===== src/rtl/data_count_fsm.sv =====
// Counts qualifying ones (en & data) against a run-time threshold and pulses
// flag for one cycle after the terminal sample; also keeps a saturating hit counter.
//
// state | meaning
// IDLE  | no run in progress, cnt = 0, thr_q tracks thr each cycle
// COUNT | run in progress, 1 <= cnt < thr_q, thr_q frozen
module data_count_fsm #(
  parameter int CNT_W = 4,
  parameter int HIT_W = 8
) (
  input  logic             clk,
  input  logic             rst,
  input  logic             clr,
  input  logic             en,
  input  logic             data,
  input  logic             mode,
  input  logic [CNT_W-1:0] thr,
  output logic             flag,
  output logic [CNT_W-1:0] cnt,
  output logic             busy,
  output logic [HIT_W-1:0] hit_cnt
);

  typedef enum logic {IDLE, COUNT} state_t;

  state_t           state, state_nx;
  logic [CNT_W-1:0] thr_q, thr_nx, cnt_nx;
  logic             hit;
  logic             q;

  assign q = en & data;

  always_comb begin
    state_nx = state;
    cnt_nx   = cnt;
    thr_nx   = thr_q;
    hit      = 1'b0;
    case (state)
      IDLE: begin
        thr_nx = thr;
        cnt_nx = '0;
        if (q && thr == CNT_W'(1)) begin
          hit = 1'b1;
        end else if (q && thr > CNT_W'(1)) begin
          cnt_nx   = CNT_W'(1);
          state_nx = COUNT;
        end
      end
      COUNT: begin
        if (q) begin
          if (cnt == thr_q - CNT_W'(1)) begin
            hit      = 1'b1;
            cnt_nx   = '0;
            state_nx = IDLE;
          end else begin
            cnt_nx = cnt + CNT_W'(1);
          end
        end else if (en && mode) begin
          // consecutive mode: a qualified zero abandons the run
          cnt_nx   = '0;
          state_nx = IDLE;
        end
      end
      default: begin
        cnt_nx   = '0;
        state_nx = IDLE;
      end
    endcase
  end

  always_ff @(posedge clk or negedge rst) begin
    if (!rst) begin
      state   <= IDLE;
      cnt     <= '0;
      thr_q   <= '0;
      flag    <= 1'b0;
      busy    <= 1'b0;
      hit_cnt <= '0;
    end else if (clr) begin
      state   <= IDLE;
      cnt     <= '0;
      thr_q   <= '0;
      flag    <= 1'b0;
      busy    <= 1'b0;
      hit_cnt <= '0;
    end else begin
      state <= state_nx;
      cnt   <= cnt_nx;
      thr_q <= thr_nx;
      flag  <= hit;
      busy  <= (state_nx == COUNT);
      if (hit && !(&hit_cnt)) hit_cnt <= hit_cnt + HIT_W'(1);
    end
  end

endmodule


===== config.mk =====
export PLATFORM = sky130hd
export DESIGN_NAME = data_count_fsm
export DESIGN_NICKNAME = d
export VERILOG_FILES = /design/src/rtl/data_count_fsm.sv
export SDC_FILE = /design/constraint.sdc
export NUM_CORES = 1
export LEC_CHECK = 0
export CAP_MARGIN = 20
export CORE_UTILIZATION = 44
export CTS_CLUSTER_DIAMETER = 40
export DETAILED_ROUTE_END_ITERATION = 8
export PLACE_DENSITY = 0.82
export SLEW_MARGIN = 40
export SYNTH_ARGS = -nofsm -noshare
export SYNTH_HDL_FRONTEND = slang
export SYNTH_SLANG_ARGS = --single-unit

===== constraint.sdc =====
create_clock -name clk -period 2.1 [get_ports clk]
set_clock_uncertainty 0.1 [all_clocks]
set_input_delay 0.21 -clock clk [delete_from_list [all_inputs] [get_ports clk]]
set_output_delay 0.21 -clock clk [all_outputs]
set_load 0.01 [all_outputs]

* After elaboration in Yosys (flattened, before gate mapping)
Index checks and enable logic that the tools add are counted.
Word-level totals: flip-flop bits (word level) 18, logic and storage cells 45, output and inout port bits 14
Cells by class: $lt $le $gt $ge 1, equality and inequality tests 4, reduce and logical (&&, ||, !) cells 7, add/subtract/negate cells 3, mux-type cells 23, bitwise logic cells 2
Operators by type and width (count):
- 4-bit two-way mux | 6
- 8-bit two-way mux | 2
- 1-bit two-way mux | 12
- 8-bit by 1-bit adder with 8-bit output (second input constant) | 1
- 4-bit case mux with 2 select lines | 1
- 8-bit AND reduction | 1
- 4-bit by 1-bit adder with 4-bit output (second input constant) | 1
- 4-bit by 1-bit equality test with 1-bit output (second input constant) | 1
- 4-bit equality test | 1
- 4-bit by 1-bit greater-than comparator with 1-bit output (second input constant) | 1
- 1-bit logical AND | 4
- 4-bit by 2-bit inequality test with 1-bit output (second input constant) | 1
- 1-bit case mux with 2 select lines | 2
- 4-bit by 1-bit subtractor with 4-bit output (second input constant) | 1
- 2-bit inequality test (second input constant) | 1
- 2-bit nonzero test | 1
- 1-bit AND | 1
- 1-bit logical NOT | 1
- 1-bit NOT | 1

* Logic depth before layout (Yosys ltp)
Gate-level depths: netlist (run 1).
depth in word-level cells 8, mapped depth 8

* Worst setup path before layout (run 1)
No wires, ideal clock.
path type register -> register, from register thr_q[0], to register hit_cnt[3], required time 1.922 ns, clock period less this slack 2.141 ns, path slack -0.041 ns, arrival 1.963 ns, cell stages (with the launch flop) 9, cells stage by stage dfrtp_1 -> inv_1 -> ha_1 -> xor2_1 -> nand2_1 -> o41a_1 -> buf_6 -> or3_1 -> a21oi_1
On the way: word-level cells in the longest chain between the ends 7
Ends and longest elaborated chain:
- start: declaration | RTL line 27 | logic [CNT_W-1:0] thr_q, thr_nx, cnt_nx;
- start signal: assignment | RTL line 89 | thr_q <= thr_nx;
- 4-bit by 1-bit subtractor with 4-bit output | RTL line 51 | if (cnt == thr_q - CNT_W'(1)) begin
- 4-bit equality test | RTL line 51
- 1-bit two-way mux | RTL line 51
- 1-bit two-way mux | RTL line 50 | if (q) begin
- 1-bit case mux with 2 select lines | RTL line 38 | case (state)
- 1-bit logical AND | RTL line 92 | if (hit && !(&hit_cnt)) hit_cnt <= hit_cnt + HIT_W'(1);
- 2-bit nonzero test (no source line)
- end signal: assignment | RTL line 92
- end: declaration | RTL line 21 | output logic [HIT_W-1:0] hit_cnt
Every way passes these cells. A chain may end at the register's enable or synchronous reset.

* Final worst setup path (run 1)
from register thr_q[1], to register hit_cnt[7]
Same word-level chain as after synthesis.

==> results.yml, run 1 <==
clock_tree:
  numCtsBuffers: 3
  clock_latency_ns: 0.29
  cts-root-buf: "clkbuf_4"
  ctsLongestPathBuffers: 2
  numClockSinks: 18
  htree_levels: 1
  tritoncts: "done"
  clkSlewWorstSetupHoldPaths_ns: 0.10
power:
  power_leakage_nw: 0.684
  p_per_area_nw_per_um2: 454
  irDropWorstVdd_uv: 270
  total_power_w: 0.000722
yosys:
  ys_types: 36
  synth_area_um2: 1040
  synth-xor-area-share_pct: 6.73
  synth_seq_cells: 18
  synth-compound-area-share_pct: 15.4
  yosysTopAreaCellShare_pct: 43.3
  synthSimpleGateAreaFrac_pct: 20.4
  yosys_warnings: 0
  yosys.area.top_type: "dfrtp_1"
  synth_fa_ha_area_share_pct: 3.61
  synthMuxAreaShare_pct: 5.89
  synth_top_family_by_area: "simple AND/OR/NAND/NOR gates"
  post_synth.cell_area_avg_um2: 9.73
  synthCells: 107
  yosysSeqAreaShare_pct: 43.3
  async_reset_ff_share_pct: 100
  synth.net_count: 120
  synthTopCellsByArea: "dfrtp_1 43%, mux2i_1 4.8%, ha_1 3.6%"
  ys.flop_type: "dfrtp_1"
  synth_edf_count: 0
critical_path:
  critPathRequiredTime_ns: 2.23
  slowest_stage: "or4_1"
  crit_fanout: 5
  reg2reg_slack_ns: -0.14
  critPathLaunch: "thr_q[1]"
  crit_top_cell: "xnor2_2"
  cpPeakStageDelay_ns: 0.53
  r2r_cells: 7
  crit_chain: "inv_2 > ha_4 > xnor2_2 > xnor2_2 > o41a_1 > or4_1 > a21oi_2"
  worst-endpoint-arrival_ns: 2.38
  r2r_end: "hit_cnt[7]"
  r2r_start: "thr_q[1]"
  critPathLaunchType: "flip-flop"
  path_class: "reg -> reg"
  critPathCaptureType: "flip-flop"
final_layout:
  multiInputGateArea_um2: 622
  antenna_cells: 0
  syn2layout_area_growth_pct: 52.5
  final_cells: 182
  final_cell_area_um2: 1590
  ff_latch_area_um2: 450
  drive_gt1_share_pct: 28.6
  final_common_cell: "clkdlybuf4s50_1"
  final_cell_mix: "23 x clkdlybuf4s50_1, 21 x buf_4, 18 x dfrtp_1, 9 x nor2_1, 6 x o21ai_0"
  final_nets: 168
  fillers: 158
drt:
  wl_per_cell_um: 14.8
  vias_per_cell: 5.48
  vias: 998
  first_pass_iters: 4
  ant_nets: 0
  wirelength_um: 2690
  drt_iter0_drc: 22
  drc: 0
placement:
  io_buffers: 23
  dpl_cell_area_um2: 1440
  routabilityCongestion: 0.836
  placedCellCount: 175
  hpwl_um: 1960
timing:
  rsz0062_at_grt: "true"
  fin_ws_ns: -0.144
  whs_ns: 0.129
  slew_violations: 0
  fin_crit_ns: 2.24
  post-route-period-util_pct: 107
  setup_violations: 6
  timing.slew.headroom_pct: 76.4
  max_freq_mhz: 446
  hold_viol: 0
  worst_slew_pin_slew_ns: 0.351
die:
  io_pins: 24
  initial_utilization_pct: 47.1
  core-area_um2: 2210
  dieArea_um2: 2560
  placementRows: 17
  fp.dieW_um: 50.6
  fp.dieH_um: 50.6
hold_path:
  hold_class: "in -> async"
global_routing:
  grt_pass1_vias: 975
  grt-ovfl-total: 0
  grt_usage_pct: 22.5
  antenna_found_initial: 0
  grt_max_degree: 19
  grt_first_pass_wirelength_um: 4260
run_status:
  outcome: "finished with violations"
  violations: "setup timing"
run:
  cap_violations: 0
## per-layer routing
layer  wire, um  part of all wire (%)  global-route usage (%)
met3        106                   3.9                    3.64
met1       1180                    44                    27.0
met4         14                  0.52                    5.56
met2       1390                    52                    41.6
met5          0                     0                       0
## layout make-up
type / count / area share [%]
well taps: 28 / 2.21
repair buffers: 47 / 26.6
inverters: 6 / 1.42
clock buffers: 4 / 2.29
flip-flops and latches: 18 / 28.4
multi-input cells: 79 / 39.2
## where the power goes
| part | switching (W) | internal (W) |
|---|---|---|
| registers | 0.0000102 | 0.000355 |
| logic | 0.0000652 | 0.0000797 |
| clock network | 0.000106 | 0.000106 |
| total | 0.000181 | 0.000540 |
## metrics by stage
stage               TNS (ns)  setup slack [ns]  util, %
finish                -0.591            -0.144     71.8
global route           -1.40            -0.236     71.8
CTS                   -0.290           -0.0885     68.7
detailed placement     -1.24            -0.269     65.0
global placement      -0.737            -0.174     65.0
floorplan                  0            0.0109        -
## sequential cells by signal, summed over array words and instances, names as in the netlist
name and flops:
state 1, cnt 4, flag 1, thr_q 4, hit_cnt 8
## worst max path at each step
| stage | end | cells past startpoint |
|---|---|---|
| 2_1_floorplan | hit_cnt[3] | 8 |
| 3_3_place_gp | hit_cnt[7] | 6 |
| 3_5_place_dp | hit_cnt[7] | 6 |
| 4_1_cts | hit_cnt[7] | 7 |
| 5_1_grt | hit_cnt[7] | 6 |
| 6_report | hit_cnt[7] | 7 |
## synth_stat cells (all sizes together) (2+ instances only)
cell and n:
nand2 6, nand3 5, and4b 2, o31ai 2, xnor2 4, dfrtp 18, inv 6, ha 3
nor3 4, o21ai 7, or3 4, xor2 4, or4 2, a21oi 6, mux2i 5, nor2 9
clkbuf 2, buf 2, o21bai 2
## cells by family after synthesis
group | after synthesis
simple gates | 39
compound gates | 23
flops | 18
buf+inv | 10
xor+xnor | 8
mux | 6
fa+ha+maj | 3
## worst max-delay path: cells and delay by family (launching register included)
kind	cells	cell delay, ns
compound gates	2	0.61
simple gates	1	0.53
flops	1	0.43
xor+xnor	2	0.30
fa+ha+maj	1	0.16
buf+inv	1	0.06
## repair_timing
action / 4_1_cts / 5_1_grt
pin swaps: 3 / 6
cloned: 0 / 0
endpoints found under the hold margin: 0 / 0
gates resized for setup: 5 / 15
hold buffers: 0 / 0
setup endpoints to repair: 4 / 11
setup buffers: 2 / 1
(Power assumes the default switching activity.)
==> run 2, diff against run 1 <==
--- a/config.mk
+++ b/config.mk
@@ -6,10 +6,10 @@
 export NUM_CORES = 1
 export LEC_CHECK = 0
 export CAP_MARGIN = 20
-export CORE_UTILIZATION = 44
+export CORE_UTILIZATION = 48
 export CTS_CLUSTER_DIAMETER = 40
 export DETAILED_ROUTE_END_ITERATION = 8
-export PLACE_DENSITY = 0.82
+export PLACE_DENSITY = 0.77
 export SLEW_MARGIN = 40
 export SYNTH_ARGS = -nofsm -noshare
 export SYNTH_HDL_FRONTEND = slang
==> constraint.sdc (replaced) <==
create_clock -name clk -period 2.45 [get_ports clk]
set_clock_uncertainty 0.1 [all_clocks]
set_input_delay 0.245 -clock clk [delete_from_list [all_inputs] [get_ports clk]]
set_output_delay 0.245 -clock clk [all_outputs]
set_load 0.01 [all_outputs]
==> run 2 against run 1 <==
- the run now ends clean
- sequential power fell by 14%
- first-iteration DRC count is 27% lower
- worst setup slack gained 0.26 ns
- utilization shrank 2.6 points
==> results.yml, run 2 (synthesized netlist as in run 1, its figures left out) <==
critical_path:
  slowest_stage: "or4_1"
  cp.buffers_inverters: 1
  path_class: "reg -> reg"
  crit_chain: "inv_2 > ha_4 > xor2_1 > nand2_1 > o41a_1 > or4_1 > a21oi_1"
  crit_fanout: 8
  reg2reg_slack_ns: 0.12
  critPathTopFamily: "compound AO/OA/AOI/OAI gates"
  critPathCaptureType: "flip-flop"
  critPathLaunchType: "flip-flop"
  worst-endpoint-arrival_ns: 2.46
  critPathRequiredTime_ns: 2.58
  cpPeakStageDelay_ns: 0.53
power:
  power_leakage_nw: 0.575
  irDropWorstVdd_uv: 413
  p_per_area_nw_per_um2: 425
  total_power_w: 0.000588
final_layout:
  final_cell_mix: "22 x clkdlybuf4s50_1, 18 x dfrtp_1, 9 x nor2_1, 7 x o21ai_0, 7 x buf_4"
  final_cell_area_um2: 1390
  largest_register: "hit_cnt"
  final_common_cell: "clkdlybuf4s50_1"
  drive_gt1_share_pct: 11.6
  fillers: 159
  antenna_cells: 0
  syn2layout_area_growth_pct: 33.1
  largest_reg_flops: 8
  reg_top3: "hit_cnt: 8 flops, cnt: 4 flops, thr_q: 4 flops"
  final_nets: 152
global_routing:
  grt_max_degree: 19
  grt_pass1_vias: 888
  grt-ovfl-total: 0
  antenna_found_initial: 0
  grt_usage_pct: 21.3
  grt_first_pass_wirelength_um: 3860
timing:
  setup_violations: 0
  post-route-period-util_pct: 95.3
  rsz0062_at_grt: "true"
  hold_viol: 0
  fin_crit_ns: 2.33
  whs_ns: 0.299
  setup-tns-final_ns: 0
  max_freq_mhz: 429
  worst_slew_pin_slew_ns: 0.418
  timing.slew.headroom_pct: 72.1
  slew_violations: 0
die:
  fp.dieH_um: 48.6
  dieArea_um2: 2360
  initial_utilization_pct: 52.0
  placementRows: 16
  fp.dieW_um: 48.6
  io_pins: 24
  core-area_um2: 2000
drt:
  wirelength_um: 2360
  ant_nets: 0
  drc: 0
  first_pass_iters: 4
  vias_per_cell: 5.71
  wl_per_cell_um: 14.3
  drt_iter0_drc: 16
  vias: 942
placement:
  routabilityCongestion: 0.772
  io_buffers: 23
  dpl_cell_area_um2: 1320
  hpwl_um: 1750
clock_tree:
  numClockSinks: 18
  ctsLongestPathBuffers: 2
  htree_levels: 1
  cts-root-buf: "clkbuf_4"
  tritoncts: "done"
  numCtsBuffers: 3
  clkSlewWorstSetupHoldPaths_ns: 0.10
  clock_latency_ns: 0.30
run:
  cap_violations: 0
run_status:
  outcome: "complete, no violations"
hold_path:
  hold_class: "in -> async"
## run 2: cell types whose count changed in the layout (fill, tap and decap cells not counted), sizes merged
cell / delta
buf: -16
clkdlybuf4s50: -1
dlygate4sd3: +1
## run 2: path summary, 6_finish.rpt
path / start / endpoint / depth (start not counted)
worst min-delay path: rst / cnt[2] / 2
max in group asynchronous: rst / hit_cnt[4] / 2
min in group clk: cnt[3] / cnt[3] / 2
worst min register to register: cnt[3] / cnt[3] / 2
worst max-delay path: thr_q[0] / hit_cnt[5] / 7
worst max register to register: thr_q[0] / hit_cnt[5] / 7
## run 2: per-layer routing
layer | share of wire (%) | global-route usage (%) | wire length, um | vias up
met4 | 2.3 | 7.84 | 55 | 0
li1 | - | - | - | 447
met1 | 45 | 26.6 | 1050 | 454
met5 | 0 | 0 | 0 | -
met2 | 48 | 37.3 | 1120 | 34
met3 | 5.4 | 3.14 | 128 | 7
## run 2: metrics by stage
step | setup slack, ns | utilization (%) | instances
6_report | 0.116 | 69.2 | 165
5_1_grt | -0.00905 | 69.2 | 165
4_1_cts | 0.105 | 67.9 | 163
3_5_place_dp | 0.122 | 66.1 | 159
3_3_place_gp | 0.164 | 66.1 | 159
2_1_floorplan | 0.309 | - | 107
## run 2: what timing repair did
action,4_1_cts,5_1_grt
hold buffers,0,1
setup buffers,0,1
endpoints found under the setup margin,0,3
endpoints found under the hold margin,0,18
resized for setup,0,2
## run 2: cell type report
class	instances	area [um^2]	area share [%]
multi-input cells	79	554	40.0
flip-flops and latches	18	450	32.5
repair buffers	31	288	20.8
clock buffers	4	36.3	2.62
well taps	27	33.8	2.44
inverters	6	22.5	1.63
## run 2: worst reg2reg max path, stage by stage (launching register included)
cell,delay [ns]
dfrtp_1,0.44
inv_2,0.07
ha_4,0.26
xor2_1,0.14
nand2_1,0.10
o41a_1,0.51
or4_1,0.53
a21oi_1,0.13
## run 2: report_power, final
| group | internal, W | switching, W |
|---|---|---|
| Combinational | 0.0000457 | 0.0000450 |
| Clock | 0.0000907 | 0.0000941 |
| Sequential | 0.000304 | 0.00000865 |
| Total | 0.000440 | 0.000148 |
==> run 3, diff against run 2 <==
--- a/config.mk
+++ b/config.mk
@@ -10,6 +10,7 @@
 export CTS_CLUSTER_DIAMETER = 40
 export DETAILED_ROUTE_END_ITERATION = 8
 export PLACE_DENSITY = 0.77
+export SETUP_SLACK_MARGIN = 0.02
 export SLEW_MARGIN = 40
 export SYNTH_ARGS = -nofsm -noshare
 export SYNTH_HDL_FRONTEND = slang
==> results of run 3 <==
No change in the layout: final DEF, timing and power equal those of run 2.
